### src/rtl/inverter_loop_sequencer_if.sv
// inverter_loop_sequencer_if: control/status bundle between the user side and the sequencer
interface inverter_loop_sequencer_if #(parameter int CNT_W = 8);
  logic ena;
  logic start;
  logic [7:0] n_pulses;
  logic busy;
  logic done;
  logic err;
  logic [8:0] edge_count;
  logic [CNT_W-1:0] delay_last;
  logic [CNT_W-1:0] delay_max;
  logic [CNT_W-1:0] delay_min;
  modport master (
    output ena, start, n_pulses,
    input  busy, done, err, edge_count, delay_last, delay_max, delay_min
  );
  modport slave (
    input  ena, start, n_pulses,
    output busy, done, err, edge_count, delay_last, delay_max, delay_min
  );
endinterface

### src/rtl/inverter_loop_sequencer.sv
// inverter_loop_sequencer: square-wave burst driver and edge-delay meter for the analog inverter chain
// INVSEQ_MIN_TRACK_EN enables burst-minimum delay tracking; otherwise delay_min reads all-ones
module inverter_loop_sequencer #(
  parameter int HALF_PERIOD = 16,
  parameter int SYNC_STAGES = 2,
  parameter int CNT_W = 8
) (
  input  logic clk,
  input  logic rst_n,
  inverter_loop_sequencer_if.slave ctl,
  input  logic resp_in,
  output logic stim_out
);
  typedef enum logic [1:0] {IDLE, WAIT, HOLD, FINISH} state_t;
  localparam logic [CNT_W-1:0] PH_END = CNT_W'(HALF_PERIOD - 1);
  state_t state, state_nx;
  logic [SYNC_STAGES-1:0] sync;
  logic [CNT_W-1:0] ph, delay_last, delay_max;
  logic [7:0] n_lat;
  logic [8:0] edge_count, edge_next;
  logic err, accept, tog, rec, set_err, match, ph_end, burst_end;
  assign match = sync[SYNC_STAGES-1] == stim_out;
  assign ph_end = ph == PH_END;
  assign rec = state == WAIT && match;
  assign edge_next = edge_count + 9'(rec);
  // a match on the last WAIT cycle already counts toward the burst total
  assign burst_end = edge_next == {n_lat, 1'b0};
  always_comb begin
    state_nx = state;
    accept = 1'b0;
    tog = 1'b0;
    set_err = 1'b0;
    case (state)
      IDLE: begin
        accept = ctl.start;
        tog = ctl.start && ctl.n_pulses != 8'd0;
        state_nx = !ctl.start ? IDLE : tog ? WAIT : FINISH;
      end
      WAIT, HOLD: begin
        set_err = state == WAIT && !match && ph_end;
        tog = ph_end && !set_err && !burst_end;
        state_nx = !ph_end ? (rec ? HOLD : state) : (set_err || burst_end) ? FINISH : WAIT;
      end
      default: state_nx = IDLE;
    endcase
  end
  always_ff @(posedge clk or negedge rst_n)
    if (!rst_n) state <= IDLE;
    else if (ctl.ena) state <= state_nx;
  always_ff @(posedge clk or negedge rst_n) begin
    if (!rst_n) begin
      sync <= '0;
      stim_out <= 1'b0;
      ph <= '0;
      n_lat <= '0;
      edge_count <= '0;
      delay_last <= '0;
      delay_max <= '0;
      err <= 1'b0;
    end else if (ctl.ena) begin
      sync <= {sync[SYNC_STAGES-2:0], resp_in};
      stim_out <= stim_out ^ tog;
      ph <= (accept || tog) ? '0 : (state == WAIT || state == HOLD) ? ph + CNT_W'(1) : ph;
      n_lat <= accept ? ctl.n_pulses : n_lat;
      edge_count <= accept ? '0 : edge_next;
      delay_last <= accept ? '0 : rec ? ph : delay_last;
      delay_max <= accept ? '0 : (rec && ph > delay_max) ? ph : delay_max;
      err <= accept ? 1'b0 : err | set_err;
    end
  end
`ifdef INVSEQ_MIN_TRACK_EN
  logic [CNT_W-1:0] delay_min;
  always_ff @(posedge clk or negedge rst_n)
    if (!rst_n) delay_min <= '1;
    else if (ctl.ena) delay_min <= accept ? '1 : (rec && ph < delay_min) ? ph : delay_min;
  assign ctl.delay_min = delay_min;
`else
  assign ctl.delay_min = '1;
`endif
  // done is qualified by ena so a frozen FINISH still yields a single enabled-cycle pulse
  assign ctl.busy = state != IDLE;
  assign ctl.done = state == FINISH && ctl.ena;
  assign ctl.err = err;
  assign ctl.edge_count = edge_count;
  assign ctl.delay_last = delay_last;
  assign ctl.delay_max = delay_max;
endmodule

### src/flat_wrapper.sv
// flat-port wrapper written by rule: the top's interface ports become plain ports
module inverter_loop_sequencer_flat 
#(
  parameter int HALF_PERIOD = 16,
  parameter int SYNC_STAGES = 2,
  parameter int CNT_W = 8
)
  (clk, rst_n, resp_in, stim_out, ctl_ena, ctl_start, ctl_n_pulses, ctl_busy, ctl_done, ctl_err, ctl_edge_count, ctl_delay_last, ctl_delay_max, ctl_delay_min);
  inverter_loop_sequencer_if #(.CNT_W(CNT_W)) ctl_i ();
  input  logic clk;
  input  logic rst_n;
  input  logic resp_in;
  output logic stim_out;
  input wire logic [$bits(ctl_i.ena)-1:0] ctl_ena;
  input wire logic [$bits(ctl_i.start)-1:0] ctl_start;
  input wire logic [$bits(ctl_i.n_pulses)-1:0] ctl_n_pulses;
  output wire logic [$bits(ctl_i.busy)-1:0] ctl_busy;
  output wire logic [$bits(ctl_i.done)-1:0] ctl_done;
  output wire logic [$bits(ctl_i.err)-1:0] ctl_err;
  output wire logic [$bits(ctl_i.edge_count)-1:0] ctl_edge_count;
  output wire logic [$bits(ctl_i.delay_last)-1:0] ctl_delay_last;
  output wire logic [$bits(ctl_i.delay_max)-1:0] ctl_delay_max;
  output wire logic [$bits(ctl_i.delay_min)-1:0] ctl_delay_min;
  assign ctl_i.ena = ctl_ena;
  assign ctl_i.start = ctl_start;
  assign ctl_i.n_pulses = ctl_n_pulses;
  assign ctl_busy = ctl_i.busy;
  assign ctl_done = ctl_i.done;
  assign ctl_err = ctl_i.err;
  assign ctl_edge_count = ctl_i.edge_count;
  assign ctl_delay_last = ctl_i.delay_last;
  assign ctl_delay_max = ctl_i.delay_max;
  assign ctl_delay_min = ctl_i.delay_min;
  inverter_loop_sequencer #(.HALF_PERIOD(HALF_PERIOD), .SYNC_STAGES(SYNC_STAGES), .CNT_W(CNT_W)) u_core (.clk(clk), .rst_n(rst_n), .ctl(ctl_i), .resp_in(resp_in), .stim_out(stim_out));
endmodule
### config.mk
export PLATFORM = sky130hd
export DESIGN_NAME = inverter_loop_sequencer_flat
export DESIGN_NICKNAME = d
export VERILOG_FILES = /design/src/rtl/inverter_loop_sequencer_if.sv /design/src/rtl/inverter_loop_sequencer.sv /design/src/flat_wrapper.sv
export SDC_FILE = /design/constraint.sdc
export NUM_CORES = 1
export LEC_CHECK = 0
export CELL_PAD_IN_SITES_DETAIL_PLACEMENT = 0
export CELL_PAD_IN_SITES_GLOBAL_PLACEMENT = 1
export CORE_MARGIN = 2
export CORE_UTILIZATION = 40
export DETAILED_ROUTE_END_ITERATION = 8
export PLACE_DENSITY_LB_ADDON = 0.1
export SETUP_SLACK_MARGIN = 0.05
export SLEW_MARGIN = 20
export SYNTH_ARGS = -nofsm -noshare
export SYNTH_HDL_FRONTEND = slang
export SYNTH_SLANG_ARGS = --single-unit
export TNS_END_PERCENT = 30
### constraint.sdc
create_clock -name clk -period 4 [get_ports clk]
set_clock_uncertainty 0.15 [all_clocks]
set_input_delay 1.2 -clock clk [delete_from_list [all_inputs] [get_ports clk]]
set_output_delay 1.2 -clock clk [all_outputs]
set_load 0.02 [all_outputs]
### Word-level counts from Yosys, hierarchy flattened

Index checks and enable logic that the tools add are counted.

* register bits after elaboration: 47
* output and inout port bits: 37
* logic and storage cells: 64

* bitwise gates (word level): 2
* equality and inequality tests: 7
* reductions and logical operators: 26
* $add $sub $neg: 2
* order comparisons: 1
* muxes and demuxes: 17

Operator list (count)
* $mux 8: 6
* $mux 2: 5
* $reduce_and 2->1: 5
* $add 9x1->9: 1
* $eq 9x9->1: 1
* $mux 9: 1
* $add 8x1->8 const B: 1
* $eq 8x4->1 const B: 1
* $gt 8x8->1: 1
* $logic_and 1x1->1: 8
* $reduce_bool 2->1: 4
* $reduce_bool 8->1: 1
* $eq 2x2->1 const B: 2
* $pmux 2 s2: 1
* $logic_not 1->1: 3
* $logic_or 1x1->1: 3
* $mux 1: 3
* $ne 3x1->1 const B: 1
* $eq 2x1->1 const B: 1
* $logic_not 2->1: 1
* $pmux 1 s2: 1
* $reduce_or 2->1: 1
* $eq 1x1->1: 1
* $or 1x1->1: 1
* $xor 1x1->1: 1

### Depth between registers and ports, before layout

* word-level depth: 11
* gate-level depth with buffers: 14
* mapped depth without buffers: 13

### Least setup slack after synthesis

OpenSTA, ideal clock, no wires.

* path kind: input to output
* start: input port ctl_ena
* end: output port ctl_done
* required time: 2.650 ns
* data arrival time: 1.974 ns
* path slack: 0.676 ns
* cell stages on the path: 3
* cells stage by stage: clkbuf_1 > clkbuf_1 > and2_1

* longest elaborated chain between the ends: 1

Ends and longest elaborated chain
* start, declared: RTL line flat_wrapper.sv:14 `input wire logic [$bits(ctl_i.ena)-1:0] ctl_ena;`
* $logic_and 1x1->1: RTL line inverter_loop_sequencer.sv:82 `assign ctl.done = state == FINISH && ctl.ena;`
* end, declared: RTL line flat_wrapper.sv:18 `output wire logic [$bits(ctl_i.done)-1:0] ctl_done;`

No other way between the ends.

### Final worst setup path

Ends and elaborated chain as after synthesis.

==> impl_results.md <==
* Routed via count at 2210
* Synth warn at 0
* Die X at 87.1 um
* Total GRT Usage at 18.1%
* Gate Count Post-Synth at 283
* Post-layout min period at 3.85 ns
* Setup Crit Path Kind: input port to primary output
* Synth top area cells: dfrtp_1 43%, ha_1 6.8%, a22o_1 5.7%
* Hpwl dp at 4.71 mm
* EDFF count, synth at 0
* Num CTS Buffers at 5
* Share of total power in combinational logic at 45.1%
* H-tree levels at 2
* Vias in the first global route at 2149
* Switch Pwr at 800 uW
* Initial Utilization at 40.9%
* Initial antenna violation count at 0
* Vias per std cell at 5.47
* Layout cell share with drive strength beyond 1 at 9.88%
* Count leader, synth: dfrtp_1
* Rows at 30
* Area occupied by multi-input gates at 1430 um^2
* Routability congestion estimate from global placement at 0.761
* # Post-CTS Setup Buffers at 0
* Worst path arrival time at 2.50 ns
* Net count, final at 352
* Top_reg_cell synth: dfrtp_1
* Peak supply drop at 0.000381 V
* Req. time, crit path at 2.65 ns
* Leak pwr at 1.45 nW
* Longest Clk Path Bufs at 2
* Clock power share at 17.0%
* Power per cell area at 603 nW/um^2
* Worst-Skew Late Latency at 0.29 ns
* Clock transition at path regs at 0.09 ns
* Max Cap Viol at 0
* DRC at 0
* TNS Setup at 0 ns
* Ant diodes at 0
* Largest net degree at the start of global routing at 29
* F_max at 259 MHz
* CTS tree: built
* CTS Sinks at 47
* Fin. max-slew vios at 0
* Post-CTS Resized at 0
* Die area at 7590 um^2
* Final setup vio count at 0
* Drt total wl at 6.52 mm
* Io pins at 50
* Final hold violations at 0
* Area share of the largest cell type after synthesis at 42.5%
* First-pass GRT wire length at 10.9 mm
* Post-synth cell types at 56
* DR WL/cell at 16.1 um
* #FFs+latches synth at 47
* Post-Syn Area at 2770 um^2
* Initial detailed-routing violation count at 104
* Switching share of power at 39.6%
* Commonest cells post-synth: 47 x dfrtp_1, 22 x nand2_1, 19 x inv_1, 18 x a22o_1
* Startpoint class of the critical path: input port
* Pint at 1.22 mW
* Non-Filler Instances at 404
* Post-Place Cells at 397
* Final Cycle Share at 96.4%
* Die H at 87.1 um
* Hold-fix buffers at CTS at 0
* Port bufs at 41
* # fillers at 629
* Status: complete, no violations
* Detail Route Antenna Nets at 0
* Seq/Total Area, Yosys at 42.5%
* CP max FO at 2
* Register area at 1180 um^2
* Slew HR at 43.2%
* Hold Path Class: register to register
* Reg power frac at 37.9%
* Tightest Pin Transition at 0.843 ns
* RSZ-0062 raised after global routing: no
* Syn-to-layout area delta at 21.2%
* Gr ovfl total at 0
* Largest area contributor in the netlist: dfrtp_1
* Post-synth ARST share at 100%
* Clk root buf: clkbuf_8
* Critical path endpoint category: primary output
* Core Box Area at 6760 um^2
* Avg Cell Area, Syn at 9.77 um^2
* First-pass DRT Iterations at 4
## kinds of logic (layout without fill, tap and decap cells)
kind of cell / count (synthesis) / in the layout / share of synthesized area, %
muxes: 10 / 10 / 4.07
DFF: 47 / 47 / 42.5
and+or+nand+nor: 76 / 76 / 14.8
other: 1 / 8 / 0.136
AOI/OAI and AO/OA: 82 / 82 / 21.2
buffers and inverters: 40 / 74 / 6.70
adders and majority gates: 15 / 15 / 6.79
xor gates and xnor gates: 12 / 12 / 3.80
## cells in the final DEF (no fill, tap or decap), types with 4 or more instances in the layout
cell type        netlist  final
ha_1                  15     15
nand3_1               10     10
inv_1                 19     19
nor2_1                12     12
o21ai_1                7      7
clkdlybuf4s50_1        0     40
and2_1                 4      4
xnor2_1                9      9
nand2_1               22     22
mux2_2                10     10
buf_4                  8      6
dfrtp_1               47     47
conb_1                 1      8
a22o_1                18     18
clkbuf_8               0      5
a21oi_1                9      9
nor3_1                 4      4
o21ai_0               15     15
## final timing paths
kind | startpoint | endpoint | slack (ns) | cells past startpoint
max | ctl_ena | ctl_done | 0.15 | 3
min | u_core.sync[0] | u_core.sync[1] | 0.35 | 1
max reg2reg | u_core.stim_out | u_core.ph[1] | 0.70 | 12
min reg2reg | u_core.sync[0] | u_core.sync[1] | 0.35 | 1
max in group asynchronous | rst_n | u_core.ctl.delay_last[7] | 2.43 | 2
min in group asynchronous | rst_n | u_core.ctl.edge_count[8] | 0.74 | 1
## power by group through the flow
| stage | Sequential [mW] | Clock [mW] | Combinational (mW) |
|---|---|---|---|
| after floorplan | 0.781 | 0 | 0.589 |
| after global placement | 0.770 | 0 | 0.898 |
| after detailed placement | 0.776 | 0 | 0.907 |
| after CTS | 0.766 | 0.355 | 0.915 |
| after global routing | 0.793 | 0.371 | 1.02 |
| final | 0.766 | 0.344 | 0.910 |
## critical path, stage by stage
cell and delay [ns]:
clkdlybuf4s50_1 0.54, and2_1 0.16, clkdlybuf4s50_1 0.60
## stage by stage
step / power (mW) / hold slack (ns) / utilization [%] / setup WS, ns / cell area (um^2)
3_5_place_dp: 1.68 / 0.340 / 48.1 / 0.147 / 3250
2_1_floorplan: 1.37 / 0.325 / - / 0.676 / 2790
6_report: 2.02 / 0.354 / 49.6 / 0.146 / 3350
3_3_place_gp: 1.67 / 0.340 / 47.8 / 0.133 / 3230
5_1_grt: 2.18 / 0.374 / 49.6 / 0.112 / 3350
4_1_cts: 2.04 / 0.361 / 49.6 / 0.131 / 3350
## cell type report
| cell class | count | area share, % |
|---|---|---|
| Inverter | 19 | 2.13 |
| Sequential cell | 47 | 35.1 |
| Clock buffer | 6 | 2.17 |
| Multi-Input combinational cell | 203 | 42.7 |
| Timing Repair Buffer | 48 | 14.0 |
| Tap cell | 80 | 2.99 |
| Clock inverter | 1 | 0.896 |
## flip-flops by register name (all words and copies together), names as in the netlist
| signal | count |
|---|---|
| u_core.ctl.delay_last | 8 |
| u_core.ctl.delay_max | 8 |
| u_core.ctl.edge_count | 9 |
| u_core.ctl.err | 1 |
| u_core.n_lat | 8 |
| u_core.ph | 8 |
| u_core.state | 2 |
| u_core.stim_out | 1 |
| u_core.sync | 2 |
## layer usage
metal | track usage, % | routed length, um | vias up | part of all wire (%)
met5 | 0 | 0 | - | 0
met4 | 4.20 | 46 | 0 | 0.71
met3 | 3.22 | 160 | 6 | 2.5
met2 | 28.4 | 2940 | 36 | 45
met1 | 26.2 | 3370 | 1071 | 52
li1 | - | - | 1097 | -
(Power assumes the default switching activity.)
